$ cat src/rtl/ram_scan_rd.sv
// ram_scan_rd: sweeps a RAM address window with 1-cycle-latency reads and streams the
// returned words downstream through a small address-tagged FIFO. Define SCAN_MAX_TRACK_EN
// to add max_data/max_addr tracking of the largest word handed downstream.
module ram_scan_rd #(
   parameter int ADDR_LEN   = 16,
   parameter int DATA_LEN   = 8,
   parameter int FIFO_DEPTH = 4
) (
   input  logic                CLK,
   input  logic                RST_N,
   input  logic                start,
   input  logic [ADDR_LEN-1:0] base_addr,
   input  logic [ADDR_LEN:0]   length,
   output logic                rd_en,
   output logic [ADDR_LEN-1:0] rd_addr,
   input  logic [DATA_LEN-1:0] rd_data,
   output logic                out_valid,
   input  logic                out_ready,
   output logic [DATA_LEN-1:0] out_data,
   output logic [ADDR_LEN-1:0] out_addr,
   output logic                out_last,
   output logic                busy,
   output logic                done
`ifdef SCAN_MAX_TRACK_EN
   ,
   output logic [DATA_LEN-1:0] max_data,
   output logic [ADDR_LEN-1:0] max_addr
`endif
);

   localparam int PW = $clog2(FIFO_DEPTH);
   localparam int CW = PW + 1;
   localparam logic [CW:0] DEPTH_V = (CW+1)'(FIFO_DEPTH);

   typedef enum logic [1:0] {
      S_IDLE  = 2'd0,
      S_RUN   = 2'd1,
      S_DRAIN = 2'd2,
      S_DONE  = 2'd3
   } state_t;

   typedef struct packed {
      logic                last;
      logic [ADDR_LEN-1:0] addr;
      logic [DATA_LEN-1:0] data;
   } entry_t;

   state_t              state_q, state_d;
   logic [ADDR_LEN-1:0] addr_q, addr_d;
   logic [ADDR_LEN:0]   rem_q, rem_d;
   logic                infl_q, infl_d;
   logic [ADDR_LEN-1:0] infl_addr_q, infl_addr_d;
   logic                infl_last_q, infl_last_d;
   logic [PW-1:0]       wr_ptr_q, wr_ptr_d;
   logic [PW-1:0]       rd_ptr_q, rd_ptr_d;
   logic [CW-1:0]       cnt_q, cnt_d;
   entry_t              mem_q [FIFO_DEPTH];
   entry_t              mem_d [FIFO_DEPTH];
   logic [DATA_LEN-1:0] max_data_q, max_data_d;
   logic [ADDR_LEN-1:0] max_addr_q, max_addr_d;

   entry_t      head_s;
   logic        valid_s;
   logic        pop_s;
   logic        issue_s;
   logic [CW:0] occ_s;

   assign head_s  = mem_q[rd_ptr_q];
   assign valid_s = (cnt_q != '0);
   assign pop_s   = valid_s && out_ready;
   // Occupancy counts the in-flight read so a returning word always has a slot.
   assign occ_s   = {1'b0, cnt_q} + (CW+1)'(infl_q) - (CW+1)'(pop_s);
   assign issue_s = (state_q == S_RUN) && (rem_q != '0) && (occ_s < DEPTH_V);

   always_comb begin
      state_d     = state_q;
      addr_d      = addr_q;
      rem_d       = rem_q;
      infl_d      = issue_s;
      infl_addr_d = infl_addr_q;
      infl_last_d = infl_last_q;
      wr_ptr_d    = wr_ptr_q;
      rd_ptr_d    = rd_ptr_q;
      mem_d       = mem_q;
      max_data_d  = max_data_q;
      max_addr_d  = max_addr_q;

      if (infl_q) begin
         mem_d[wr_ptr_q] = '{last: infl_last_q, addr: infl_addr_q, data: rd_data};
         wr_ptr_d        = wr_ptr_q + PW'(1);
      end else begin
         wr_ptr_d = wr_ptr_q;
      end
      if (pop_s) begin
         rd_ptr_d = rd_ptr_q + PW'(1);
      end else begin
         rd_ptr_d = rd_ptr_q;
      end
      cnt_d = cnt_q + CW'(infl_q) - CW'(pop_s);

      if (pop_s && (head_s.data > max_data_q)) begin
         max_data_d = head_s.data;
         max_addr_d = head_s.addr;
      end else begin
         max_data_d = max_data_q;
      end

      case (state_q)
         S_IDLE: begin
            if (start) begin
               addr_d     = base_addr;
               rem_d      = length;
               wr_ptr_d   = '0;
               rd_ptr_d   = '0;
               cnt_d      = '0;
               max_data_d = '0;
               max_addr_d = '0;
               state_d    = (length != '0) ? S_RUN : S_DONE;
            end else begin
               state_d = S_IDLE;
            end
         end
         S_RUN: begin
            if (issue_s) begin
               addr_d      = addr_q + ADDR_LEN'(1);
               rem_d       = rem_q - (ADDR_LEN+1)'(1);
               infl_addr_d = addr_q;
               infl_last_d = (rem_q == (ADDR_LEN+1)'(1));
               state_d     = (rem_q == (ADDR_LEN+1)'(1)) ? S_DRAIN : S_RUN;
            end else begin
               state_d = S_RUN;
            end
         end
         S_DRAIN: begin
            if (pop_s && head_s.last) begin
               state_d = S_DONE;
            end else begin
               state_d = S_DRAIN;
            end
         end
         S_DONE:  state_d = S_IDLE;
         default: state_d = S_IDLE;
      endcase
   end

   always_ff @(posedge CLK) begin
      if (!RST_N) begin
         state_q     <= S_IDLE;
         addr_q      <= '0;
         rem_q       <= '0;
         infl_q      <= 1'b0;
         infl_addr_q <= '0;
         infl_last_q <= 1'b0;
         wr_ptr_q    <= '0;
         rd_ptr_q    <= '0;
         cnt_q       <= '0;
         max_data_q  <= '0;
         max_addr_q  <= '0;
         for (int i = 0; i < FIFO_DEPTH; i++) begin
            mem_q[i] <= '0;
         end
      end else begin
         state_q     <= state_d;
         addr_q      <= addr_d;
         rem_q       <= rem_d;
         infl_q      <= infl_d;
         infl_addr_q <= infl_addr_d;
         infl_last_q <= infl_last_d;
         wr_ptr_q    <= wr_ptr_d;
         rd_ptr_q    <= rd_ptr_d;
         cnt_q       <= cnt_d;
         max_data_q  <= max_data_d;
         max_addr_q  <= max_addr_d;
         mem_q       <= mem_d;
      end
   end

   assign rd_en     = issue_s;
   assign rd_addr   = addr_q;
   assign out_valid = valid_s;
   assign out_data  = head_s.data;
   assign out_addr  = head_s.addr;
   assign out_last  = head_s.last;
   assign busy      = (state_q != S_IDLE);
   assign done      = (state_q == S_DONE);
`ifdef SCAN_MAX_TRACK_EN
   assign max_data  = max_data_q;
   assign max_addr  = max_addr_q;
`endif

endmodule

$ cat config.mk
export PLATFORM = sky130hd
export DESIGN_NAME = ram_scan_rd
export DESIGN_NICKNAME = d
export VERILOG_FILES = /design/src/rtl/ram_scan_rd.sv
export SDC_FILE = /design/constraint.sdc
export NUM_CORES = 1
export LEC_CHECK = 0
export BUFFER_PORTS_ARGS = -buffer_cell sky130_fd_sc_hd__buf_2
export CAP_MARGIN = 15
export CORE_MARGIN = 5
export CORE_UTILIZATION = 40
export CTS_BUF_LIST = sky130_fd_sc_hd__clkbuf_4 sky130_fd_sc_hd__clkbuf_8 sky130_fd_sc_hd__clkbuf_16
export CTS_CLUSTER_SIZE = 28
export DETAILED_ROUTE_END_ITERATION = 16
export PLACE_DENSITY_LB_ADDON = 0.12
export SYNTH_ARGS = -nofsm -noshare
export SYNTH_HDL_FRONTEND = slang
export SYNTH_SLANG_ARGS = --single-unit
$ cat constraint.sdc
create_clock -name CLK -period 7.7 [get_ports CLK]
set_input_delay 0.385 -clock CLK [delete_from_list [all_inputs] [get_ports CLK]]
set_output_delay 0.385 -clock CLK [all_outputs]
set_load 0.05 [all_outputs]
### Word-level counts from Yosys, hierarchy flattened

Cells that the tools add are included.

| storage, ports and cells | value |
|---|---|
| flip-flop bits (word level) | 160 |
| input bits | 45 |
| logic and storage cells | 80 |

| operators by class | value |
|---|---|
| $add $sub $neg | 8 |
| magnitude comparators | 4 |
| eq/ne operators | 6 |
| muxes and demuxes | 26 |
| bitwise logic cells | 2 |
| reductions and logical operators | 13 |

Operators by type and width:

| cell | number |
|---|---|
| 100-bit bitwise mux | 1 |
| 25-bit 2-to-1 mux | 3 |
| 25-bit binary-select mux with 2-bit select | 1 |
| 25-bit demux with 2-bit select | 1 |
| 17-bit 2-to-1 mux | 2 |
| 17-bit case mux with 2 select lines | 1 |
| 17-bit nonzero test | 2 |
| 16-bit 2-to-1 mux | 2 |
| 16-bit case mux with 2 select lines | 1 |
| 2-bit 2-to-1 mux | 10 |
| 17-bit by 1-bit == test with 1-bit output, second input constant | 1 |
| 17-bit by 1-bit subtractor with 17-bit output, second input constant | 1 |
| 16-bit by 1-bit adder with 16-bit output, second input constant | 1 |
| 2-bit case mux with 4 select lines | 1 |
| 3-bit >= comparator, second input constant | 2 |
| 3-bit 2-to-1 mux | 2 |
| 2-bit inverter with 3-bit output | 2 |
| 1-bit logical AND | 5 |
| 2-bit by 1-bit adder with 2-bit output, second input constant | 2 |
| 3-bit by 1-bit adder with 4-bit output | 1 |
| 2-bit == test, second input constant | 2 |
| 4-bit by 3-bit less-than comparator with 1-bit output, second input constant | 1 |
| 2-bit != test, second input constant | 2 |
| 2-bit nonzero test | 2 |
| other kinds (10) | 10 |

### Logic depth before layout (Yosys ltp)

| logic depth | value |
|---|---|
| word-level depth | 7 |
| mapped depth | 16 |
| gate-level depth less buffers | 14 |

### Worst setup path after synthesis

Ideal clock, no wire load.

| path | value |
|---|---|
| kind | reg2reg |
| from | register cnt_q[1] |
| to | register infl_addr_q[13] |
| library setup time | 0.128 ns |
| data arrival time | 3.494 ns |
| path slack | 4.079 ns |
| cell stages (with the launch flop) | 17 |
| path buffers | 2 |
| clock period less this slack | 3.621 ns |
| path through | dfxtp_1 -> inv_1 -> nand3_1 -> and2_1 -> clkbuf_1 -> ha_1 -> inv_1 -> ha_1 -> inv_1 -> fa_1 -> xnor2_1 -> and4b_1 -> nand2_4 -> inv_4 -> buf_2 -> mux2i_1 -> nor2_1 |

| on the way | value |
|---|---|
| cells in the longest elaborated chain, start to end | 6 |

RTL lines:

| what | line | RTL |
|---|---|---|
| start: declaration | 56 | `logic [CW-1:0] cnt_q, cnt_d;` |
| start signal: assignment | 171 | `cnt_q <= cnt_d;` |
| 3-bit nonzero test | 69 | `assign valid_s = (cnt_q != '0);` |
| named net out_valid | 17 | `output logic out_valid,` |
| 1-bit logical AND | 70 | `assign pop_s = valid_s && out_ready;` |
| 4-bit by 1-bit subtractor with 4-bit output | 72 | `assign occ_s = {1'b0, cnt_q} + (CW+1)'(infl_q) - (CW+1)'(pop_s);` |
| 4-bit by 3-bit less-than comparator with 1-bit output | 73 | `assign issue_s = (state_q == S_RUN) && (rem_q != '0) && (occ_s < DEPTH_V);` |
| 1-bit logical AND | 73 |  |
| named net rd_en | 14 | `output logic rd_en,` |
| 2-bit AND reduction (no line) | - |  |
| end signal: assignment | 167 | `infl_addr_q <= infl_addr_d;` |
| end: declaration | 52 | `logic [ADDR_LEN-1:0] infl_addr_q, infl_addr_d;` |

The timed path passes the listed nets, and every way through them passes these cells.
A chain may end at the register's enable or synchronous reset.

### Worst setup path after layout

| path | value |
|---|---|
| from | register cnt_q[1] |
| to | output port rd_en |

| on the way | value |
|---|---|
| cells in the longest elaborated chain, start to end | 5 |

RTL lines:

| what | line |
|---|---|
| parallel branches: the longest is 2 deep, another holds 3-bit by 1-bit adder with 4-bit output | - |
| 4-bit by 1-bit subtractor with 4-bit output (*) | 72 |
| 4-bit by 3-bit less-than comparator with 1-bit output (*) | 73 |
| 1-bit logical AND (*) | 73 |
| end: declaration | 14 |

Mark *: on every way between the ends.

==> results.tsv <==
metric	value	unit
finalCritPeriodShare	50.4	%
fin_setup_tns	0	ns
syn_nets	939	
ys_top_cells_by_count	nand2_1, dfxtp_1, a21oi_1, nor2_1, clkbuf_1	
cap_violations	0	
synthDominantCellAreaShare	43.8	%
max_freq	0.258	GHz
drtAntennaViolNets	0	
finalNonFillerCells	1172	
final.min_clock_period	3.88	ns
yosys.area.top_type	dfxtp_1	
gr-usage-all-layers	18.7	%
yosysSeqAreaShare	43.8	%
num_antenna_cells	0	
cts_buffers	17	
wl_per_cell	17.1	um
core_region_area	18000	sq um
tightestPinTransition	1.16	ns
drive_gt1_share	18.1	%
routed_wl	20.0	mm
cp-end-kind	output port	
grt_pass1_vias	6109	
path_max_fanout	37	
nNetsFinal	989	
vias_per_cell	5.36	
pwr_density_cell	312	nW/um^2
initial_utilization	40.8	%
finalHoldViolCount	0	
hold_path.class	in -> reg	
postSynthAreaPerCell	8.32	sq um
fillers	1807	
post_synth_num_cell_types	63	
synth_edf_count	0	
cts_tree	done	
dieArea	21100	sq um
vias	6282	
worstPathArrival	3.50	ns
fin_skew	0.00677	ns
ys.flop_type	dfxtp_1	
peakVddDrop	0.152	mV
cts.htree.levels	4	
start_kind	register	
grt_max_degree	110	
synth_seq_cells	160	
synth-warning-count	0	
overflow	0	
grt_pass1_wl	32.7	mm
root_buffer	clkbuf_16	
worstPathRequired	7.32	ns
post-cts-setup-buffer-count	0	
report.final.slew_viol_count	0	
route.detailed.drc	0	
first_pass_iters	4	
die_h	145	um
synth_area	7320	sq um
syn_to_final_growth	16.0	%
run_status	complete, no violations	
cts.sinks	160	
die_x	145	um
dp_hpwl	12.2	mm
port_buffers	89	
cts_buffer_depth	2	
rsz0062_at_grt	no	
max_slew_margin	22.8	%
yosys-top-cells-area	dfxtp_1, nand2_1, a21oi_1, mux4_2, mux2i_1	
yosysMostFrequentCell	nand2_1	
antenna_found_initial	0	
clkTransAtPathRegs	0.06	ns
boundaryPins	90	
first_iter_violations	341	
dp.cells	1140	
synth-async-reset-ratio	0	%
fp-row-count	49	
clkLatencyLatePin	0.42	ns
worstSetupPathType	reg -> out	
finalSetupViolCount	0	
synth_cells	880	
ctsHoldBuffers	0	
p_leak	3.08	nW
cts_resized	0	
gp_congestion	0.766	
report_power, final:
part	switching, mW	internal [mW]
registers	0.106	0.905
logic	0.477	0.224
clock network	0.349	0.589
final cells by class:
type | count | area [sq um] | share of cell area [%]
flip-flops and latches | 160 | 3200 | 37.7
clock inverters | 13 | 208 | 2.45
well taps | 229 | 287 | 3.37
multi-input cells | 640 | 3780 | 44.5
inverters | 13 | 53.8 | 0.634
clock buffers | 19 | 447 | 5.26
repair buffers | 98 | 513 | 6.04
cells by family (layout without fill, tap and decap cells):
group | after synthesis | in the layout | synth area share [%]
and+or+nand+nor | 370 | 370 | 21.6
xor gates and xnor gates | 5 | 5 | 0.598
AOI/OAI and AO/OA | 207 | 207 | 16.6
DFF | 160 | 160 | 43.8
buffers and inverters | 80 | 143 | 4.67
muxes | 44 | 44 | 10.3
adders and majority gates | 14 | 14 | 2.50
flip-flops by register name, summed over array words and instances, names as in the netlist:
name	cells
mem_q	100
state_q	2
rd_addr	16
rem_q	17
rd_ptr_q	2
infl_last_q	1
wr_ptr_q	2
infl_addr_q	16
infl_q	1
cnt_q	3
path summary, 6_finish.rpt:
check | start | end | slack [ns] | cells past startpoint
max | cnt_q[1]$_SDFF_PN0_ | rd_en | 3.82 | 13
min | rd_data[4] | mem_q[79]$_SDFFE_PN0P_ | 0.23 | 3
max reg2reg | cnt_q[1]$_SDFF_PN0_ | rd_addr[4]$_SDFFE_PN0P_ | 4.34 | 13
min reg2reg | mem_q[10]$_SDFFE_PN0P_ | mem_q[10]$_SDFFE_PN0P_ | 0.45 | 2
critical path: stages (launching register included):
cell	delay, ns
dfxtp_1	0.38
inv_1	0.09
nand3_1	0.09
and2_1	0.22
ha_1	0.26
inv_1	0.05
ha_1	0.15
inv_1	0.05
fa_1	0.37
xnor2_1	0.19
and4b_1	0.35
nand2_4	0.11
inv_4	0.38
buf_2	0.36
metrics by stage:
stage	hold slack (ns)	setup WS (ns)	util [%]	power (mW)	instance area, sq um
after detailed placement	0.444	4.27	43.6	1.73	7840
after floorplan	0.424	4.08	-	1.56	7320
after CTS	0.210	3.79	47.3	2.67	8490
after global placement	0.440	4.30	43.6	1.73	7840
after global routing	0.216	3.54	47.3	2.79	8490
final	0.232	3.82	47.3	2.65	8490
routing by layer:
metal	vias up	routed length (um)	track usage [%]
li1	3156	-	-
met1	2970	9620	26.1
met2	143	9370	29.8
met3	13	895	4.15
met4	0	116	4.38
met5	-	0	0
placed cells by master, fill, tap and decap left out, drive strengths merged, types with 4 or more instances in the layout:
cell,instances
o31ai,6
o22ai,8
clkbuf,19
clkinv,5
or2,4
a21oi,130
o2bb2ai,8
xnor2,4
bufinv,5
a22oi,4
inv,15
o21ai,21
nand2,243
a31oi,6
and2,10
mux4,25
dfxtp,160
nand3,15
nand4,4
ha,13
mux2i,19
nor3,13
or3,4
nor2,50
nor4,11
buf,98
(Power assumes the default switching activity.)
